--- config.mk ---
export PLATFORM = sky130hd
export DESIGN_NAME = lane_merge_reg
export DESIGN_NICKNAME = d
export VERILOG_FILES = /design/src/rtl/lane_merge_pkg.sv /design/src/rtl/lane_merge_arb.sv /design/src/rtl/lane_merge_reg.sv
export SDC_FILE = /design/constraint.sdc
export NUM_CORES = 1
export LEC_CHECK = 0
export ABC_AREA = 1
export CORE_MARGIN = 2
export CORE_UTILIZATION = 57
export DETAILED_ROUTE_END_ITERATION = 8
export DONT_BUFFER_PORTS = 1
export GPL_ROUTABILITY_DRIVEN = 0
export PLACE_DENSITY = 0.72
export RECOVER_POWER = 25
export SETUP_SLACK_MARGIN = 0.02
export SLEW_MARGIN = 25
export SYNTH_ARGS = -nofsm -noshare
export SYNTH_HDL_FRONTEND = slang
export SYNTH_HIERARCHICAL = 1
export SYNTH_SLANG_ARGS = --single-unit
--- constraint.sdc ---
create_clock -name clk -period 2.4 [get_ports clk]
set_input_delay 0.48 -clock clk [delete_from_list [all_inputs] [get_ports clk]]
set_output_delay 0.48 -clock clk [all_outputs]
set_load 0.01 [all_outputs]
--- src/rtl/lane_merge_pkg.sv ---
`default_nettype none
// ============================================================================
//  Module : lane_merge_pkg
//  Brief  : Shared constants and priority-rotation helper for lane_merge_reg.
//  Rev    : 1.0
// ============================================================================
package lane_merge_pkg;

    localparam int LM_MODE_FIXED = 0;
    localparam int LM_MODE_RR    = 1;

    // Port index visited at step k of a priority scan that begins at 'start'.
    function automatic int lm_rot_port(input int start, input int k, input int nports);
        return (start + k) % nports;
    endfunction

endpackage
`default_nettype wire

--- src/rtl/lane_merge_arb.sv ---
`default_nettype none
// ============================================================================
//  Module : lane_merge_arb
//  Brief  : Combinational per-bit resolver: picks one writer per bit, flags overlaps.
//  Rev    : 1.0
// ============================================================================
module lane_merge_arb
    import lane_merge_pkg::*;
#(
    parameter int WIDTH  = 8,
    parameter int NPORTS = 2,
    parameter int MODE   = LM_MODE_FIXED,
    parameter int PTR_W  = 1
) (
    input  logic [NPORTS*WIDTH-1:0] req,
    input  logic [NPORTS*WIDTH-1:0] data,
    input  logic [PTR_W-1:0]        rr_ptr,
    output logic [WIDTH-1:0]        q_next,
    output logic [WIDTH-1:0]        wr_en,
    output logic [NPORTS*WIDTH-1:0] win,
    output logic [WIDTH-1:0]        coll_mask
);

    localparam int IDX_W = (NPORTS * WIDTH > 1) ? $clog2(NPORTS * WIDTH) : 1;

    logic [PTR_W-1:0] start;
    logic [IDX_W-1:0] pos;

    assign start = (MODE == LM_MODE_RR) ? rr_ptr : '0;

    // wr_en[b] doubles as "a winner was already found" while scanning bit b.
    always_comb begin
        q_next    = '0;
        wr_en     = '0;
        win       = '0;
        coll_mask = '0;
        pos       = '0;
        for (int b = 0; b < WIDTH; b++) begin
            for (int k = 0; k < NPORTS; k++) begin
                pos = IDX_W'(lm_rot_port(int'(start), k, NPORTS) * WIDTH + b);
                if (req[pos]) begin
                    if (wr_en[b]) begin
                        coll_mask[b] = 1'b1;
                    end else begin
                        wr_en[b]  = 1'b1;
                        q_next[b] = data[pos];
                        win[pos]  = 1'b1;
                    end
                end
            end
        end
    end

endmodule
`default_nettype wire

--- src/rtl/lane_merge_reg.sv ---
`default_nettype none
// ============================================================================
//  Module : lane_merge_reg
//  Brief  : Shared register written by several masked channels with per-bit arbitration.
//  Rev    : 1.0
// ============================================================================
module lane_merge_reg
    import lane_merge_pkg::*;
#(
    parameter int WIDTH  = 8,
    parameter int NPORTS = 2,
    parameter int CNT_W  = 8,
    parameter int MODE   = LM_MODE_FIXED
) (
    input  logic                    clk,
    input  logic                    rst_n,
    input  logic [NPORTS-1:0]       wr_valid,
    input  logic [NPORTS*WIDTH-1:0] wr_mask,
    input  logic [NPORTS*WIDTH-1:0] wr_data,
    input  logic                    clr_cnt,
    output logic [WIDTH-1:0]        q,
    output logic [NPORTS-1:0]       grant,
    output logic                    collide,
    output logic [WIDTH-1:0]        collide_mask,
    output logic [CNT_W-1:0]        collide_cnt
);

    localparam int PTR_W = (NPORTS > 1) ? $clog2(NPORTS) : 1;

    logic [NPORTS*WIDTH-1:0] req;
    logic [WIDTH-1:0]        q_next;
    logic [WIDTH-1:0]        wr_en;
    logic [NPORTS*WIDTH-1:0] win;
    logic [WIDTH-1:0]        coll_mask;
    logic [NPORTS-1:0]       grant_next;
    logic                    any_coll;
    logic [PTR_W-1:0]        rr_ptr;

    generate
        for (genvar p = 0; p < NPORTS; p++) begin : g_port
            assign req[p*WIDTH +: WIDTH] = wr_mask[p*WIDTH +: WIDTH] & {WIDTH{wr_valid[p]}};
            assign grant_next[p]         = |win[p*WIDTH +: WIDTH];
        end
    endgenerate

    assign any_coll = |coll_mask;

    lane_merge_arb #(
        .WIDTH  (WIDTH),
        .NPORTS (NPORTS),
        .MODE   (MODE),
        .PTR_W  (PTR_W)
    ) u_arb (
        .req       (req),
        .data      (wr_data),
        .rr_ptr    (rr_ptr),
        .q_next    (q_next),
        .wr_en     (wr_en),
        .win       (win),
        .coll_mask (coll_mask)
    );

    always_ff @(posedge clk or negedge rst_n) begin
        if (!rst_n) begin
            q            <= '0;
            grant        <= '0;
            collide      <= 1'b0;
            collide_mask <= '0;
            collide_cnt  <= '0;
            rr_ptr       <= '0;
        end else begin
            q            <= (q & ~wr_en) | (q_next & wr_en);
            grant        <= grant_next;
            collide      <= any_coll;
            collide_mask <= coll_mask;
            // A clear wins over a same-cycle collision; that collision is not counted.
            if (clr_cnt) begin
                collide_cnt <= '0;
            end else if (any_coll && (collide_cnt != {CNT_W{1'b1}})) begin
                collide_cnt <= collide_cnt + 1'b1;
            end
            if ((MODE == LM_MODE_RR) && any_coll) begin
                rr_ptr <= (rr_ptr == PTR_W'(NPORTS - 1)) ? '0 : rr_ptr + 1'b1;
            end
        end
    end

endmodule
`default_nettype wire

* Yosys cells after proc, flatten, opt, wreduce, memory -nomap -nowiden
Cells that the tools add are included.
** Word-level totals
- Bits in registers :: 27
- Input port bits :: 37
** Cells by class
- Add/subtract/negate cells :: 1
- Equality and inequality tests :: 1
- Muxes and demuxes :: 82
- Bitwise logic cells :: 6
- Reductions and logical operators :: 5
** Operator list (count)
- 1-bit two-way mux :: 57
- 8-bit AND :: 4
- 16-bit two-way mux :: 2
- 15-bit two-way mux :: 2
- 14-bit two-way mux :: 2
- 13-bit two-way mux :: 2
- 12-bit two-way mux :: 2
- 8-bit two-way mux :: 3
- 8-bit OR reduction :: 3
- 11-bit two-way mux :: 2
- 10-bit two-way mux :: 2
- 9-bit two-way mux :: 2
- 8-bit by 1-bit adder with 8-bit output (second input constant) :: 1
- 8-bit inequality test (second input constant) :: 1
- 8-bit NOT :: 1
- 8-bit bitwise OR :: 1
- 7-bit two-way mux :: 1
- 6-bit two-way mux :: 1
- 5-bit two-way mux :: 1
- 4-bit two-way mux :: 1
- 3-bit two-way mux :: 1
- 2-bit two-way mux :: 1
- 2-bit nonzero test :: 1
- 1-bit logical AND :: 1

* Longest topological paths before layout
Gate-level depths: netlist (run 1).
- Word-level depth :: 26
- Mapped depth :: 13
- Mapped depth without buffers :: 12

* By module
The synthesis (run 1) kept the hierarchy.
** By module, submodules not included
- lane_merge_reg :: times used 1, cells each 153, area each 1293.7 sq um
- lane_merge_arb :: times used 1, cells each 80, area each 385.4 sq um

* Worst setup path before layout (run 1)
No wires, ideal clock.
- Kind :: input port to flip-flop
- Start :: in wr_valid[0]
- End :: reg collide_cnt[7]
- Setup time :: 0.121 ns
- Arrival :: 1.456 ns
- Slack :: 0.823 ns
- Stages on the path :: 12
- Path through :: clkbuf_1 > nand2_1 > inv_1 > nand2_1 > inv_1 > nor2_1 > nand2_1 > inv_1 > nand2_1 > nand3_1 > nor2_1 > nor2_1
** On the way
- Word-level cells in the longest chain between the ends :: 7
- Elaborated cells on any way between the ends :: 28
** RTL lines
- start, declared :: RTL line lane_merge_reg.sv:17 : input logic [NPORTS-1:0] wr_valid,
- 8-bit AND :: RTL line lane_merge_reg.sv:41 : assign req[p*WIDTH +: WIDTH] = wr_mask[p*WIDTH +: WIDTH] & {WIDTH{wr_valid[p]}};
- via req[3] :: RTL line lane_merge_reg.sv:30 : logic [NPORTS*WIDTH-1:0] req;
- 1-bit two-way mux :: RTL line lane_merge_arb.sv:41 : if (req[pos]) begin
- 1-bit two-way mux :: RTL line lane_merge_arb.sv:42 : if (wr_en[b]) begin
- 1-bit two-way mux :: RTL line lane_merge_arb.sv:41
- via coll_mask[3] :: RTL line lane_merge_reg.sv:34 : logic [WIDTH-1:0] coll_mask;
- 8-bit OR reduction :: RTL line lane_merge_reg.sv:46 : assign any_coll = |coll_mask;
- via any_coll :: RTL line lane_merge_reg.sv:36 : logic any_coll;
- 1-bit logical AND :: RTL line lane_merge_reg.sv:79 : end else if (any_coll && (collide_cnt != {CNT_W{1'b1}})) begin
- 2-bit nonzero test (no source line)
- end signal, assigned :: RTL line lane_merge_reg.sv:80 : collide_cnt <= collide_cnt + 1'b1;
- end, declared :: RTL line lane_merge_reg.sv:25 : output logic [CNT_W-1:0] collide_cnt
The timed path passes the listed nets, and every way through them passes these cells.
A chain may end at the register's enable or synchronous reset.

* Final worst setup path (run 1)
- Start :: reg collide_cnt[0]
- End :: reg collide_cnt[5]
** On the way
- Word-level cells in the longest chain between the ends :: 3
- Elaborated cells on any way between the ends :: 6
** RTL lines (RTL line)
- 8-bit by 1-bit adder with 8-bit output or 8-bit inequality test (tied branches) :: lane_merge_reg.sv:80, lane_merge_reg.sv:79
- 8-bit two-way mux or 1-bit logical AND (tied branches) :: lane_merge_reg.sv:79
- 8-bit two-way mux or 2-bit nonzero test (tied branches)
Several ways; a longest one is shown, not always the timed one. The select of a mux whose other input is x is not followed.

==> run_results.csv, run 1 <==
group,metric,value,unit
die,ios,64,
sta,tns,0,ns
critical_path,worstSetupPathType,"flip-flop to flip-flop",
layout,drive_above_1_share,16.74,%
route,via_count,1329,
sta,setup_viol,0,
critical_path,path_max_fanout,5,
flow_run,cap_violations,0,
yosys,synthCells,232,
layout,diodes,0,
sta,slew_headroom,73.92,%
yosys,yosysWarnings,8,
run_status,status,"completed",
layout,finish.net_count,266,
hold_path,hold_path_class,"input port to flip-flop",
cts,clkLatencyLatePin,0.31,ns
critical_path,worstPathRequired,2.67,ns
route,ant_nets,0,
global_routing,grt-ovfl-total,0,
cts,clk_path_buf_depth,2,
sta,post-route-min-period,1.488,ns
sta,finalMaxSlewViolations,0,
yosys,synth.cell_area,0.001675,sq mm
yosys,syn_nets,270,
critical_path,start_kind,"flip-flop",
critical_path,cp.arrival,1.76,ns
die,core,0.002781,sq mm
layout,layout_common_cells,"nand2_1, inv_1, dfrtp_1, nor2_1, nand3_1",
sta,tightest_slew,0.3907,ns
layout,mostFrequentLayoutCell,"nand2_1",
route,drt-wirelength-per-cell,13.36,um
layout,syn_to_final_growth,1.344,%
route,drc,0,
global_routing,track_usage,21.43,%
cts,cts-root-buf,"clkbuf_4",
die,fp.dieW,58.22,um
cts,cts_max_level,1,
die,die_area,0.003389,sq mm
power,p_per_area,505.0,mW/mm^2
sta,finalHoldViolCount,0,
layout,fill_cells,266,
yosys,synth.avg_cell_area,7.221,sq um
sta,max_freq,672.1,MHz
critical_path,r2r_cells,8,
die,die_h,58.22,um
cts,cts_sinks,27,
route,firstDrtPassIters,4,
critical_path,worst_setup_path_end_kind,"flip-flop",
sta,rsz0062_at_grt,"false",
global_routing,grt_max_degree,28,
sta,setup_slack,0.9121,ns
route,drt-initial-drc-count,105,
cts,cts_tree,"yes",
global_routing,antenna_found_initial,0,
hold_path,min_path_cells,3,
power,max-vdd-ir-drop,0.0003431,V
route,viasPerCell,5.151,
cts,clk_pin_slew,0.14,ns
placement,place_hpwl,2693,um
die,num_rows,19,
placement,place_ws,0.8419,ns
cts,cts_buffers,3,
power,p_leak,1.030,nW
global_routing,grt_pass1_wl,5595,um
die,start_util,60.23,%
sta,final.setup_skew,0.0008062,ns
global_routing,grt_pass1_vias,1351,
sta,min_period_over_period,61.99,%
route,finalWirelength,3446,um
placement,place.port_buffers,0,
-- worst max-delay path: stages, from the launching register on --
cell	delay (ns)
dfrtp_1	0.48
ha_1	0.25
nand2_2	0.10
inv_1	0.07
nand2_1	0.09
nor2_1	0.06
nor2_2	0.20
nand3_1	0.11
nand2_1	0.07
-- power by group --
| part | switching, mW | internal, mW |
|---|---|---|
| clock network | 0.129 | 0.0650 |
| logic | 0.0854 | 0.0531 |
| registers | 0.0394 | 0.485 |
-- metrics by stage --
stage	area (sq um)	hold WS, ns	power (mW)	util [%]	cells
2_1_floorplan	1675	0.1844	0.6446	-	232
3_3_place_gp	1642	0.1849	0.6526	59.02	252
3_5_place_dp	1642	0.1848	0.6586	59.02	252
4_1_cts	1698	0.2938	0.8708	61.04	258
5_1_grt	1698	0.3140	0.9048	61.04	258
6_report	1698	0.3117	0.8574	61.04	258
-- routing by layer --
layer / GRT usage (%) / vias up / part of all wire, %
li1: - / 679 / -
met3: 4.018 / 6 / 5.7
met1: 24.31 / 601 / 40
met5: 0 / - / 0
met2: 38.64 / 43 / 52
met4: 9.967 / 0 / 1.8
-- cell type report --
| cell class | instances | area, sq um | share of cell area (%) |
|---|---|---|---|
| clock buffers | 4 | 26.28 | 1.548 |
| inverters | 51 | 191.4 | 11.27 |
| multi-input cells | 143 | 735.7 | 43.33 |
| flip-flops and latches | 27 | 675.6 | 39.79 |
| well taps | 31 | 38.79 | 2.284 |
| repair buffers | 2 | 30.03 | 1.769 |
-- path summary, 6_finish.rpt --
check / start / to / slack (ns)
worst max-delay path: collide_cnt[0] / collide_cnt[5] / 0.91
worst min-delay path: clr_cnt / collide_cnt[4] / 0.31
worst max register to register: collide_cnt[0] / collide_cnt[5] / 0.91
worst min register to register: flip-flop / flip-flop / 0.59
max in group asynchronous: rst_n / collide_mask[0] / 1.67
min in group asynchronous: rst_n / async pin / 0.58
-- repair_timing --
item,in CTS,in global routing
buffers inserted,0,0
gates resized for setup,0,0
hold endpoints to repair,27,0
hold buffers,2,0
Note: power is estimated with default switching activity, not from simulation.
==> inputs of run 2 (changes only) <==
- ABC_AREA: 1 -> 0
- CORE_UTILIZATION: 57 -> 56
- PLACE_DENSITY: 0.72 -> 0.74
- clock period: 2.4 -> 1.3 ns (I/O delays scaled with it)
==> run 2 against run 1 <==
The run now ends with hold timing, setup timing left. Critical path depth is 1 lower. Combinational power is 130% higher. Sequential cell count did not move. Final area is 5.0% higher. Die area is 9.8% lower. Worst hold slack got worse by 0.35 ns. Power rose by 91%. Area after synthesis is 12% lower. Global-route usage is 0.64 points higher. Sequential share of layout area down 1.8 points. Core utilization grew 11 points. Critical endpoint is now collide_cnt[6]. Highest routed layer unchanged.
==> run_results.csv, run 2 <==
group,metric,value,unit
cts,cts_sinks,27,
power,clockPowerShare,22.4,%
power,p_per_area,920.1,mW/mm^2
power,p_leak,0.7970,nW
power,intPower,1.194,mW
sta,post-route-min-period,1.516,ns
power,seq_power_share,58.1,%
placement,place_hpwl,2450,um
critical_path,start_kind,"flip-flop",
critical_path,crit_top_cell,"buf_4",
layout,diodes,0,
route,wl_met2,1800,um
route,wl_met1,1257,um
power,max-vdd-ir-drop,0.0007152,V
die,fp.dieW,55.30,um
sta,setup_viol,8,
sta,tightest_slew,0.6805,ns
run_status,status,"complete, but fails checks",
critical_path,slowest_stage,"dfrtp_1",
route,via_count,1127,
hold_path,whs_endpoint,"collide_cnt[2]",
die,ios,64,
flow_run,cap_violations,0,
layout,drive_above_1_share,41.36,%
route,drt-wirelength-per-cell,17.47,um
die,die_h,55.30,um
critical_path,cp.arrival,1.73,ns
placement,place.port_buffers,0,
route,routed.top_layer,"met4",
cts,clk_path_buf_depth,2,
sta,min_period_over_period,116.6,%
critical_path,crit_buf_inv,3,
yosys,synthCells,137,
yosys,synth.cell_area,0.001474,sq mm
sta,final.setup_skew,0.003158,ns
critical_path,cp_cell_sequence,"ha_4 -> buf_6 -> nand2_2 -> buf_4 -> buf_4 -> o31ai_1 -> a21oi_2",
yosys,syn_nets,175,
run_status,failed_checks,"hold timing, setup timing",
global_routing,grt-ovfl-total,0,
layout,finish.net_count,201,
global_routing,grt_pass1_vias,1200,
layout,layout_common_cells,"dfrtp_1, buf_4, and2_1, mux2_2, or2_1",
cts,clk_pin_slew,0.15,ns
cts,cts-root-buf,"clkbuf_4",
placement,dp_cells,182,
layout,fin_cells,192,
sta,holdWs,-0.03499,ns
global_routing,grt_max_degree,28,
critical_path,worstPathRequired,1.51,ns
sta,rsz0062_at_grt,"true",
route,ant_nets,0,
global_routing,track_usage,22.06,%
sta,finalHoldViolCount,8,
layout,mostFrequentLayoutCell,"dfrtp_1",
route,drt-initial-drc-count,38,
critical_path,path_max_fanout,2,
sta,max_freq,659.6,MHz
route,viasPerCell,5.870,
route,firstDrtPassIters,4,
critical_path,crit_family,"compound AO/OA/AOI/OAI gates",
die,start_util,59.49,%
critical_path,r2r_setup_slack,-0.22,ns
power,combPwrFrac,19.5,%
critical_path,r2r_cells,7,
hold_path,min_from,"clr_cnt",
critical_path,slowest_delay,0.42,ns
yosys,yosysWarnings,8,
global_routing,grt_pass1_wl,5271,um
hold_path,min_path_cells,1,
route,drc,0,
cts,cts_max_level,1,
sta,slew_headroom,54.63,%
cts,cts_buffers,3,
power,power,1.640,mW
layout,syn_to_final_growth,20.97,%
yosys,synth.avg_cell_area,10.76,sq um
sta,finalMaxSlewViolations,0,
power,p_sw_share,27.23,%
die,die_area,0.003058,sq mm
hold_path,hold_path_class,"input port to flip-flop",
route,wl_met3,219,um
cts,clkLatencyLatePin,0.32,ns
route,finalWirelength,3354,um
cts,cts_tree,"yes",
global_routing,antenna_found_initial,0,
critical_path,worstSetupPathType,"flip-flop to flip-flop",
sta,setup_slack,-0.2161,ns
power,power_switching,446.7,uW
cts,ctsHoldBuffers,2,
critical_path,worst_setup_path_end_kind,"flip-flop",
die,num_rows,18,
die,core,0.002477,sq mm
critical_path,reg2reg_to,"collide_cnt[6]",
critical_path,timing.rr.start,"collide_cnt[0]",
run 2: repair_timing:
item	4_1_cts	5_1_grt
setup endpoints to repair	9	10
pin swaps	8	4
hold endpoints to repair	35	8
resized for setup	7	8
setup buffers	4	0
run 2: stage by stage:
| step | instance area [sq um] | TNS, ns | hold WS [ns] | util, % | setup slack (ns) |
|---|---|---|---|---|---|
| after floorplan | 1504 | -1.110 | -0.03559 | - | -0.2128 |
| after global placement | 1654 | -1.667 | -0.03488 | 66.77 | -0.2509 |
| after detailed placement | 1654 | -2.037 | -0.03501 | 66.77 | -0.3221 |
| after CTS | 1784 | -0.8669 | -0.03835 | 72.02 | -0.1944 |
| after global routing | 1783 | -1.585 | -0.04550 | 71.97 | -0.2458 |
| final | 1783 | -1.105 | -0.03499 | 71.97 | -0.2161 |
run 2: cell type report:
type                       instances  area (sq um)
clock buffer                       4         26.28
sequential                        27         676.9
tap                               30         37.54
fill                             185         694.4
multi-input combinational         99         790.8
inverter                           1         3.754
timing repair buffer              31         247.7
run 2: power by group through the flow:
stage                     registers, mW  clock network (mW)  logic [mW]
after floorplan                   0.967                   0       0.211
after global placement            0.965                   0       0.261
after detailed placement          0.967                   0       0.271
after CTS                         0.955               0.378       0.325
after global routing              0.959               0.403       0.353
final                             0.953               0.368       0.319
run 2: worst max path at each step:
stage | start | end | depth (start not counted)
detailed placement | wr_mask[10] | collide_cnt[1] | 6
CTS | collide_cnt[1] | collide_cnt[5] | 5
global placement | wr_mask[10] | collide_cnt[1] | 6
finish | collide_cnt[0] | collide_cnt[6] | 7
floorplan | wr_mask[10] | collide_cnt[1] | 7
global route | collide_cnt[1] | collide_cnt[5] | 5
run 2: routing by layer:
metal / global-route usage (%) / up-vias
li1: - / 525
met1: 25.69 / 546
met2: 37.93 / 48
met3: 4.450 / 8
met4: 11.85 / 0
met5: 0 / -
